===== src/rtl/auth_frame_pkg.sv =====
`default_nettype none
// ============================================================================
// Module      : auth_frame_pkg
// Description : Shared types, default constants and CRC8 helper for the
//               framed authentication command engine.
// Revision    : 1.0 - initial release
// ============================================================================
package auth_frame_pkg;

    // Session / frame FSM states
    typedef enum logic [3:0] {
        S_IDLE       = 4'd0,
        S_TX_READY   = 4'd1,
        S_RX_MAGIC   = 4'd2,
        S_RX_CMD     = 4'd3,
        S_RX_LEN     = 4'd4,
        S_RX_PAYLOAD = 4'd5,
        S_RX_CRC     = 4'd6,
        S_REQ        = 4'd7,
        S_RSP_WAIT   = 4'd8,
        S_TX_MAGIC   = 4'd9,
        S_TX_STATUS  = 4'd10,
        S_TX_CRC     = 4'd11,
        S_DONE       = 4'd12
    } frame_state_t;

    localparam logic [7:0] c_MAGIC_DFLT      = 8'hA5;
    localparam logic [7:0] c_READY_DFLT      = 8'h52;
    localparam logic [7:0] c_CRC8_POLY_DFLT  = 8'h07;
    localparam logic [7:0] c_ST_TIMEOUT_DFLT = 8'hEB;
    localparam logic [7:0] c_ST_BAD_CRC_DFLT = 8'hEF;
    localparam logic [7:0] c_ST_BAD_LEN_DFLT = 8'hED;

    // One byte of CRC8, MSB first, no reflection, no final xor
    function automatic logic [7:0] crc8_step(input logic [7:0] crc,
                                             input logic [7:0] data,
                                             input logic [7:0] poly);
        logic [7:0] c;
        c = crc ^ data;
        for (int i = 0; i < 8; i++) begin
            c = c[7] ? ({c[6:0], 1'b0} ^ poly) : {c[6:0], 1'b0};
        end
        return c;
    endfunction

endpackage
`default_nettype wire


===== src/rtl/frame_timeout_timer.sv =====
`default_nettype none
// ============================================================================
// Module      : frame_timeout_timer
// Description : Up-counter with synchronous clear that flags expiry once it
//               has counted TIMEOUT_CYC cycles without a clear.
// Revision    : 1.0 - initial release
// ============================================================================
module frame_timeout_timer #(
    parameter int TIMEOUT_CYC = 270000
) (
    input  logic clk,
    input  logic rst_n,
    input  logic clear,
    output logic expired
);

    localparam int            c_W     = $clog2(TIMEOUT_CYC + 1);
    localparam logic [c_W-1:0] c_LIMIT = c_W'(TIMEOUT_CYC);

    logic [c_W-1:0] r_count;

    // Count up to the limit and hold there until cleared
    always_ff @(posedge clk or negedge rst_n) begin
        if (!rst_n) begin
            r_count <= '0;
        end else if (clear) begin
            r_count <= '0;
        end else if (r_count != c_LIMIT) begin
            r_count <= r_count + c_W'(1);
        end
    end

    // A clear in the same cycle wins, so a fresh state or byte never expires
    assign expired = (r_count == c_LIMIT) && !clear;

endmodule
`default_nettype wire


===== src/rtl/auth_frame_engine.sv =====
`default_nettype none
// ============================================================================
// Module      : auth_frame_engine
// Description : Wake-gated framed command engine. Sends READY, parses
//               MAGIC/CMD/LEN/PAYLOAD/CRC8 frames, forwards validated
//               commands on a valid/ready channel and answers with a
//               CRC-protected MAGIC/STATUS/CRC response.
//               Optional FRAME_STATS_EN adds saturating 16-bit counters.
// Revision    : 1.0 - initial release
// ============================================================================
module auth_frame_engine
    import auth_frame_pkg::*;
#(
    parameter int         PAYLOAD_MAX = 16,
    parameter logic [7:0] MAGIC_BYTE  = c_MAGIC_DFLT,
    parameter logic [7:0] READY_BYTE  = c_READY_DFLT,
    parameter logic [7:0] CRC8_POLY   = c_CRC8_POLY_DFLT,
    parameter int         TIMEOUT_CYC = 270000,
    parameter logic [7:0] ST_TIMEOUT  = c_ST_TIMEOUT_DFLT,
    parameter logic [7:0] ST_BAD_CRC  = c_ST_BAD_CRC_DFLT,
    parameter logic [7:0] ST_BAD_LEN  = c_ST_BAD_LEN_DFLT
) (
    input  logic                     clk,
    input  logic                     rst_n,
    input  logic                     wake_n,
    input  logic                     rx_valid,
    input  logic [7:0]               rx_data,
    output logic                     tx_valid,
    output logic [7:0]               tx_data,
    input  logic                     tx_ready,
    output logic                     req_valid,
    input  logic                     req_ready,
    output logic [7:0]               req_cmd,
    output logic [7:0]               req_len,
    output logic [8*PAYLOAD_MAX-1:0] req_payload,
    input  logic                     rsp_valid,
    input  logic [7:0]               rsp_status
`ifdef FRAME_STATS_EN
    ,
    output logic [15:0]              stat_ok,
    output logic [15:0]              stat_crc_err,
    output logic [15:0]              stat_tmo
`endif
);

    localparam logic [7:0] c_PAYLOAD_MAX = 8'(PAYLOAD_MAX);

    frame_state_t             r_state;
    frame_state_t             r_state_q;
    logic                     r_tx_valid;
    logic [7:0]               r_tx_data;
    logic                     r_req_valid;
    logic [7:0]               r_cmd;
    logic [7:0]               r_len;
    logic [7:0]               r_idx;
    logic [7:0]               r_crc;
    logic [7:0]               r_status;
    logic [8*PAYLOAD_MAX-1:0] r_payload;

    logic       w_tmr_clear;
    logic       w_expired;
    logic       w_tmo;
    logic       w_tmo_report;
    logic       w_req_hs;
    logic       w_crc_bad;
    logic [7:0] w_crc_next;

    assign w_crc_next = crc8_step(r_crc, rx_data, CRC8_POLY);

    // Restart the timer on any byte, on entry to a new state, and while parked
    assign w_tmr_clear = rx_valid || (r_state != r_state_q) ||
                         (r_state == S_IDLE) || (r_state == S_DONE);

    frame_timeout_timer #(
        .TIMEOUT_CYC (TIMEOUT_CYC)
    ) u_timer (
        .clk     (clk),
        .rst_n   (rst_n),
        .clear   (w_tmr_clear),
        .expired (w_expired)
    );

    // A dropped wake line outranks a timeout; only frame/back-end stalls report
    assign w_tmo        = !wake_n && w_expired;
    assign w_tmo_report = r_state inside {S_RX_CMD, S_RX_LEN, S_RX_PAYLOAD,
                                          S_RX_CRC, S_RSP_WAIT};
    assign w_req_hs     = !wake_n && !w_tmo && (r_state == S_REQ) && req_ready;
    assign w_crc_bad    = !wake_n && (r_state == S_RX_CRC) && rx_valid &&
                          (rx_data != r_crc);

    // Session FSM with registered TX and request outputs
    always_ff @(posedge clk or negedge rst_n) begin
        if (!rst_n) begin
            r_state     <= S_IDLE;
            r_state_q   <= S_IDLE;
            r_tx_valid  <= 1'b0;
            r_tx_data   <= 8'h00;
            r_req_valid <= 1'b0;
            r_cmd       <= 8'h00;
            r_len       <= 8'h00;
            r_idx       <= 8'h00;
            r_crc       <= 8'h00;
            r_status    <= 8'h00;
            r_payload   <= '0;
        end else begin
            r_state_q <= r_state;
            if (wake_n) begin
                r_state     <= S_IDLE;
                r_tx_valid  <= 1'b0;
                r_req_valid <= 1'b0;
            end else if (w_tmo) begin
                r_req_valid <= 1'b0;
                if (w_tmo_report) begin
                    r_status   <= ST_TIMEOUT;
                    r_state    <= S_TX_MAGIC;
                    r_tx_valid <= 1'b1;
                    r_tx_data  <= MAGIC_BYTE;
                end else begin
                    r_state    <= S_DONE;
                    r_tx_valid <= 1'b0;
                end
            end else begin
                case (r_state)
                    S_IDLE: begin
                        r_state    <= S_TX_READY;
                        r_tx_valid <= 1'b1;
                        r_tx_data  <= READY_BYTE;
                    end
                    S_TX_READY: if (tx_ready) begin
                        r_tx_valid <= 1'b0;
                        r_state    <= S_RX_MAGIC;
                    end
                    S_RX_MAGIC: if (rx_valid && rx_data == MAGIC_BYTE) begin
                        r_crc   <= 8'h00;
                        r_state <= S_RX_CMD;
                    end
                    S_RX_CMD: if (rx_valid) begin
                        r_cmd   <= rx_data;
                        r_crc   <= w_crc_next;
                        r_state <= S_RX_LEN;
                    end
                    S_RX_LEN: if (rx_valid) begin
                        r_len     <= rx_data;
                        r_crc     <= w_crc_next;
                        r_idx     <= 8'h00;
                        r_payload <= '0;
                        if (rx_data == 8'h00) begin
                            r_state <= S_RX_CRC;
                        end else if (rx_data > c_PAYLOAD_MAX) begin
                            r_status   <= ST_BAD_LEN;
                            r_state    <= S_TX_MAGIC;
                            r_tx_valid <= 1'b1;
                            r_tx_data  <= MAGIC_BYTE;
                        end else begin
                            r_state <= S_RX_PAYLOAD;
                        end
                    end
                    S_RX_PAYLOAD: if (rx_valid) begin
                        for (int i = 0; i < PAYLOAD_MAX; i++) begin
                            if (r_idx == 8'(i)) begin
                                r_payload[8*i +: 8] <= rx_data;
                            end
                        end
                        r_crc <= w_crc_next;
                        r_idx <= r_idx + 8'd1;
                        if (r_idx == r_len - 8'd1) begin
                            r_state <= S_RX_CRC;
                        end
                    end
                    S_RX_CRC: if (rx_valid) begin
                        if (w_crc_bad) begin
                            r_status   <= ST_BAD_CRC;
                            r_state    <= S_TX_MAGIC;
                            r_tx_valid <= 1'b1;
                            r_tx_data  <= MAGIC_BYTE;
                        end else begin
                            r_req_valid <= 1'b1;
                            r_state     <= S_REQ;
                        end
                    end
                    S_REQ: if (w_req_hs) begin
                        r_req_valid <= 1'b0;
                        if (rsp_valid) begin
                            r_status   <= rsp_status;
                            r_state    <= S_TX_MAGIC;
                            r_tx_valid <= 1'b1;
                            r_tx_data  <= MAGIC_BYTE;
                        end else begin
                            r_state <= S_RSP_WAIT;
                        end
                    end
                    S_RSP_WAIT: if (rsp_valid) begin
                        r_status   <= rsp_status;
                        r_state    <= S_TX_MAGIC;
                        r_tx_valid <= 1'b1;
                        r_tx_data  <= MAGIC_BYTE;
                    end
                    S_TX_MAGIC: if (tx_ready) begin
                        r_tx_data <= r_status;
                        r_state   <= S_TX_STATUS;
                    end
                    S_TX_STATUS: if (tx_ready) begin
                        r_tx_data <= crc8_step(8'h00, r_status, CRC8_POLY);
                        r_state   <= S_TX_CRC;
                    end
                    S_TX_CRC: if (tx_ready) begin
                        r_tx_valid <= 1'b0;
                        r_state    <= S_DONE;
                    end
                    S_DONE: begin
                        r_state <= S_DONE;
                    end
                    default: begin
                        r_state     <= S_IDLE;
                        r_tx_valid  <= 1'b0;
                        r_req_valid <= 1'b0;
                    end
                endcase
            end
        end
    end

    assign tx_valid    = r_tx_valid;
    assign tx_data     = r_tx_data;
    assign req_valid   = r_req_valid;
    assign req_cmd     = r_cmd;
    assign req_len     = r_len;
    assign req_payload = r_payload;

`ifdef FRAME_STATS_EN
    logic [15:0] r_stat_ok;
    logic [15:0] r_stat_crc_err;
    logic [15:0] r_stat_tmo;

    // Saturating event counters, cleared only by reset
    always_ff @(posedge clk or negedge rst_n) begin
        if (!rst_n) begin
            r_stat_ok      <= 16'h0000;
            r_stat_crc_err <= 16'h0000;
            r_stat_tmo     <= 16'h0000;
        end else begin
            if (w_req_hs && r_stat_ok != 16'hFFFF) begin
                r_stat_ok <= r_stat_ok + 16'd1;
            end
            if (w_crc_bad && r_stat_crc_err != 16'hFFFF) begin
                r_stat_crc_err <= r_stat_crc_err + 16'd1;
            end
            if (w_tmo && r_stat_tmo != 16'hFFFF) begin
                r_stat_tmo <= r_stat_tmo + 16'd1;
            end
        end
    end

    assign stat_ok      = r_stat_ok;
    assign stat_crc_err = r_stat_crc_err;
    assign stat_tmo     = r_stat_tmo;
`endif

endmodule
`default_nettype wire

===== config.mk =====
export PLATFORM = sky130hd
export DESIGN_NAME = auth_frame_engine
export DESIGN_NICKNAME = d
export VERILOG_FILES = /design/src/rtl/auth_frame_pkg.sv /design/src/rtl/frame_timeout_timer.sv /design/src/rtl/auth_frame_engine.sv
export SDC_FILE = /design/constraint.sdc
export NUM_CORES = 1
export LEC_CHECK = 0
export CAP_MARGIN = 5
export CORE_ASPECT_RATIO = 2
export CORE_MARGIN = 8
export CORE_UTILIZATION = 40
export DETAILED_ROUTE_END_ITERATION = 8
export GPL_ROUTABILITY_DRIVEN = 0
export PLACE_DENSITY = 0.67
export RECOVER_POWER = 100
export SLEW_MARGIN = 10
export SYNTH_ARGS = -nofsm -noshare
export SYNTH_HDL_FRONTEND = slang
export SYNTH_SLANG_ARGS = --single-unit

===== constraint.sdc =====
create_clock -name clk -period 3.2 [get_ports clk]
set_input_delay 0.32 -clock clk [delete_from_list [all_inputs] [get_ports clk]]
set_output_delay 0.32 -clock clk [all_outputs]
set_load 0.005 [all_outputs]

== After elaboration in Yosys (flattened, before gate mapping) ==
Cells that the tools add are included.

* Muxes and demuxes: 103
* Reduce and logical (&&, ||, !) cells: 53
* Add/subtract/negate cells: 3
* Equality and inequality tests: 81
* $lt $le $gt $ge: 1
* Bitwise gates (word level): 19

{| class="wikitable"
|+ Operator list
! operator !! count
|-
| $mux W8 || 40
|-
| $mux W128 || 2
|-
| $pmux W128 S2 || 1
|-
| $reduce_and A6 Y1 || 16
|-
| $mux W4 || 17
|-
| $eq A8 B4 Y1 const B || 8
|-
| $ne A4 B4 Y1 const B || 14
|-
| $pmux W8 S7 || 1
|-
| $pmux W4 S13 || 1
|-
| $mux W3 || 17
|-
| $not A3 Y3 || 16
|-
| $mux W19 || 2
|-
| $ne A2 B1 Y1 const B || 18
|-
| $eq A8 B3 Y1 const B || 4
|-
| $pmux W8 S2 || 2
|-
| $pmux W8 S4 || 1
|-
| $ne A3 B3 Y1 const B || 7
|-
| $eq A4 B4 Y1 const B || 5
|-
| $add A19 B1 Y19 const B || 1
|-
| $eq A19 B19 Y1 const B || 1
|-
| $ne A19 B19 Y1 const B || 1
|-
| $mux W1 || 17
|-
| $eq A4 B3 Y1 const B || 4
|-
| $eq A8 B2 Y1 const B || 2
|-
| 37 further kinds || 62
|}

* Register bits after elaboration: 205
* Word-level logic and storage cells: 287

== Depth between registers and ports, before layout ==
* Word-level depth: 19
* Depth in mapped cells: 10
* Mapped depth without buffers: 9

== Cells and area by module ==
From an unflattened synthesis, not the netlist that was laid out.

* Cells, all modules: 881
* Area, all modules: 10057.1 sq um

{| class="wikitable"
|+ By module, submodules not included
! module !! seq. area each (sq um) !! area each (sq um) !! cells an instance !! times used
|-
| auth_frame_engine || 4654.5 || 9028.7 || 772 || 1
|-
| frame_timeout_timer || 475.5 || 1028.5 || 109 || 1
|}

== Worst setup path after synthesis ==
No wires, ideal clock.

* Path type: register -> register
* From: register r_state[3]
* To: register r_tx_data[0], in the netlist tx_data[0]
* Required time: 3.078 ns
* Path buffers: 2
* Stages on the path, launching flop included: 10
* Arrival: 2.288 ns
* Library setup time: 0.122 ns
* Path slack: 0.790 ns
* Path through: dfrtp_1 -> buf_6 -> xor2_1 -> or4_4 -> a2111oi_4 -> nor2_2 -> and4_4 -> buf_6 -> or2_4 -> a2bb2oi_1

* Word-level cells in the longest chain between the ends: 13
* Elaborated cells between the ends (all ways): 38
* Those cells by class: eq/ne (19); mux (2); reduce/logical (17)

{| class="wikitable"
|+ RTL lines
! item !! line !! text
|-
| start, declared || auth_frame_engine.sv:48 || <nowiki>frame_state_t r_state;</nowiki>
|-
| start signal, assigned || auth_frame_engine.sv:94 || <nowiki>r_state <= S_IDLE;</nowiki>
|-
| start signal, assigned || auth_frame_engine.sv:108 || <nowiki>r_state <= S_IDLE;</nowiki>
|-
| start signal, assigned || auth_frame_engine.sv:115 || <nowiki>r_state <= S_TX_MAGIC;</nowiki>
|-
| $ne A4 B4 Y1 || auth_frame_engine.sv:71 || <nowiki>assign w_tmr_clear = rx_valid || (r_state != r_state_q) ||</nowiki>
|-
| $logic_or A1 B1 Y1 (2 in a row) || auth_frame_engine.sv:71 ||
|-
| $logic_or A1 B1 Y1 || auth_frame_engine.sv:72 || <nowiki>(r_state == S_IDLE) || (r_state == S_DONE);</nowiki>
|-
| $logic_not A1 Y1 || frame_timeout_timer.sv:34 || <nowiki>assign expired = (r_count == c_LIMIT) && !clear;</nowiki>
|-
| $logic_and A1 B1 Y1 || frame_timeout_timer.sv:34 ||
|-
| $logic_and A1 B1 Y1 || auth_frame_engine.sv:84 || <nowiki>assign w_tmo = !wake_n && w_expired;</nowiki>
|-
| $logic_not A1 Y1 || auth_frame_engine.sv:87 || <nowiki>assign w_req_hs = !wake_n && !w_tmo && (r_state == S_REQ) && req_ready;</nowiki>
|-
| $logic_and A1 B1 Y1 (3 in a row) || auth_frame_engine.sv:87 ||
|-
| $ne A3 B3 Y1 (no line) || n/a ||
|-
| $reduce_and A11 Y1 (no line) || n/a ||
|-
| end signal, assigned || auth_frame_engine.sv:199 || <nowiki>r_tx_data <= r_status;</nowiki>
|-
| end signal, assigned || auth_frame_engine.sv:203 || <nowiki>r_tx_data <= crc8_step(8'h00, r_status, CRC8_POLY);</nowiki>
|-
| end, declared || auth_frame_engine.sv:51 || <nowiki>logic [7:0] r_tx_data;</nowiki>
|}

Parallel ways exist; a longest one is shown, timed or not.
A chain may end at the register's enable or synchronous reset.

== Worst setup path after layout ==
* From: register r_idx[6]
* To: register r_payload[55], in the netlist req_payload[55]

* Word-level cells in the longest chain between the ends: 3

{| class="wikitable"
|+ RTL lines
! item !! line !! text
|-
| start, declared || auth_frame_engine.sv:55 || <nowiki>logic [7:0] r_idx;</nowiki>
|-
| start signal, assigned || auth_frame_engine.sv:165 || <nowiki>r_idx <= r_idx + 8'd1;</nowiki>
|-
| $eq A8 B3 Y1 || auth_frame_engine.sv:160 || <nowiki>if (r_idx == 8'(i)) begin</nowiki>
|-
| $ne A2 B1 Y1 (no line) || n/a ||
|-
| $reduce_and A6 Y1 (no line) || n/a ||
|-
| end signal, assigned by index || auth_frame_engine.sv:161 || <nowiki>r_payload[8*i +: 8] <= rx_data;</nowiki>
|-
| end, declared || auth_frame_engine.sv:58 || <nowiki>logic [8*PAYLOAD_MAX-1:0] r_payload;</nowiki>
|}

Every way passes these cells.

==> results_dict.tcl <==
set metrics [dict create \
    setup.worst_path.end "req_payload[55]" \
    die_h_um 231 \
    p_int_mw 5.48 \
    clock_path_buffers 3 \
    start_util 0.403 \
    rsz0062_at_grt "no" \
    antenna_found_initial 0 \
    drcViolationCount 0 \
    synth_top_area_frac 0.553 \
    boundaryPins 177 \
    fin_tns_setup_ps 0 \
    synthDistinctLibCells 64 \
    port_buffers 176 \
    power_density_nw_per_um2 677 \
    reg2regPathDepth 6 \
    path_clk_slew_ps 60 \
    violations "capacitance limit, slew limit" \
    vias 7563 \
    max_slew.worst_pin.slew_ps 2370 \
    cts_tree "yes" \
    synth_ff_type "dfrtp_1" \
    syn-num-nets 973 \
    synth_warnings 0 \
    routed_wl_um 26200 \
    crit_path_start "r_idx[6]" \
    required_ps 3510 \
    ctsHtreeMaxLevel 1 \
    clk_latency_ps 490 \
    end_kind "register" \
    finalCritPeriodShare 0.882 \
    dp_hpwl_um 19000 \
    layout-area-overhead-vs-synth_pct 29.5 \
    arrival_ps 3130 \
    postCtsSetupRepairBufs 0 \
    grt_pass1_wl_um 41600 \
    r2r_start "r_idx[6]" \
    yosys.area.top_type "dfrtp_1" \
    reg2reg_setup_slack_ps 380 \
    dieArea_um2 28600 \
    p_sw_mw 2.65 \
    avgSynthCellArea_um2 9.87 \
    synth_edf_count 0 \
    path_max_fanout 16 \
    drt_iter0_markers 518 \
    ant_nets 0 \
    clockPowerShare 0.279 \
    wl_per_cell_um 18.5 \
    synth-async-reset-ratio 1.00 \
    num-nets-final 1152 \
    max_freq_ghz 0.354 \
    cts_root_buffer "clkbuf_16" \
    vias_per_cell 5.36 \
    seqPwrFrac 0.409 \
    synthCells 940 \
    clock-sinks 205 \
    hold_viol_final 0 \
    grt_overflow_total 0 \
    synthTopCellsByArea "dfrtp_1 (55%), o21ai_0 (8.6%), nand2_1 (6.8%)" \
    outcome "finished with violations" \
    ys_seq_area_frac 0.553 \
    combPwrFrac 0.312 \
    setup_viol 0 \
    layout-drive-gt1-share 0.0762 \
    grt_pass1_vias 7664 \
    slew_viol_final 92 \
    std_cell_rows 79 \
    cp-start-kind "register" \
    synth-seq-cells 205 \
    grt_max_degree 94 \
    ir_drop_v 0.000528 \
    grt_usage 0.182 \
    netlist_area_um2 9270 \
    die_x_um 124 \
    leakage_nw 5.51 \
    drt_pass1_iterations 5 \
    critPathKind "register to register" \
    final_util 0.521 \
    period_needed_ps 2820 \
    maxCapViolations 1 \
    hold_path_class "primary input to register" \
    reg2reg_to "req_payload[55]" \
    skew_ps 15.0 \
    p_sw_frac 0.326 \
    slew-limit-headroom -0.578 \
    diodes 0 \
    coreArea_um2 23000 \
    cts_buffers 20 \
]
-- cell families (layout without fill, tap and decap cells) --
| kind of cell | count (synthesis) | in the layout | share of synthesized area |
|---|---|---|---|
| and+or+nand+nor | 323 | 323 | 0.160 |
| AOI/OAI and AO/OA | 243 | 243 | 0.151 |
| DFF | 205 | 205 | 0.553 |
| xor gates and xnor gates | 73 | 73 | 0.0689 |
| buffers and inverters | 65 | 254 | 0.0289 |
| muxes | 21 | 21 | 0.0252 |
| adders and majority gates | 10 | 10 | 0.0135 |
-- metrics by stage --
step                worst slack, ps  std cells  hold slack (ps)  total power [mW]  cell area, um^2
floorplan                       790        940             24.4              4.99             9270
CTS                             444       1412              395              8.33            12100
global route                    174       1412              424              8.63            12000
global placement                348       1379              435              5.94            11400
detailed placement              305       1379              442              6.02            11400
finish                          376       1412              410              8.13            12000
-- how the worst min path moves through the flow --
stage / startpoint / end / cells past startpoint
3_3_place_gp: rst_n / r_crc[3] / 1
2_1_floorplan: rst_n / r_crc[0] / 0
3_5_place_dp: rst_n / r_crc[5] / 1
4_1_cts: rsp_status[4] / r_status[4] / 3
5_1_grt: rsp_status[4] / r_status[4] / 3
6_report: rsp_status[4] / r_status[4] / 3
-- critical path: stages (launching register included) --
cell     delay, ps
dfrtp_1        430
or4_1          620
or4_1          600
nor3b_2        350
a21oi_1        360
nand2_1        180
o21ai_0        110
-- cell usage after synthesis, drive strengths merged, types with 4 or more instances --
cell,instances
dfrtp,205
nand2,169
o21ai,161
nor2,59
xnor2,42
clkbuf,39
a21oi,34
xor2,31
nand3,21
mux2,19
nor3,16
buf,14
nand2b,13
inv,12
ha,10
and3,7
nand4,7
a22o,5
a2bb2oi,5
nor2b,5
o22a,5
o31ai,5
nor4b,4
-- layout make-up --
type / instances / area (um^2)
Timing Repair Buffer: 210 / 2010
Clock buffer: 28 / 572
Clock inverter: 4 / 48.8
Tap cell: 283 / 354
Fill cell: 2144 / 11000
Sequential cell: 205 / 5130
Multi-Input combinational cell: 670 / 3850
Inverter: 12 / 45.0
-- layer usage --
layer  vias up  global-route usage  routed length [um]
li1       3580                   -                   -
met1      3699               0.234               10800
met2       250               0.307               12800
met3        34              0.0336                2020
met4         0              0.0466                 558
met5         -                   0                   0
-- state kept, by name, summed over array words and instances, names as in the netlist --
name,count
req_payload,128
u_timer.r_count,19
r_crc,8
r_idx,8
r_status,8
req_cmd,8
req_len,8
tx_data,8
r_state,4
r_state_q,4
req_valid,1
tx_valid,1
-- repair_timing --
| item | 4_1_cts | 5_1_grt |
|---|---|---|
| endpoints found under the hold margin | 91 | 0 |
| hold buffers | 1 | 0 |
| resized for setup | 0 | 0 |
-- placed cells by master, fill, tap and decap left out, drive strengths merged, types with 4 or more instances in the layout --
| cell type | n |
|---|---|
| dfrtp | 205 |
| nand2 | 169 |
| o21ai | 161 |
| dlygate4sd3 | 155 |
| nor2 | 59 |
| xnor2 | 42 |
| clkbuf | 40 |
| a21oi | 34 |
| xor2 | 31 |
| buf | 22 |
| nand3 | 21 |
| clkdlybuf4s50 | 21 |
| mux2 | 19 |
| nor3 | 16 |
| nand2b | 13 |
| inv | 12 |
| ha | 10 |
| and3 | 7 |
| nand4 | 7 |
| nor2b | 5 |
| o31ai | 5 |
| o22a | 5 |
| a2bb2oi | 5 |
| a22o | 5 |
| nor4b | 4 |
-- power groups by stage --
stage               Sequential [mW]  Clock, mW  Combinational, mW
floorplan                      3.23          0               1.76
global placement               3.37          0               2.58
detailed placement             3.38          0               2.63
CTS                            3.34       2.33               2.65
global route                   3.39       2.42               2.82
finish                         3.33       2.27               2.53
No activity file was read; power rests on OpenSTA's default activity.
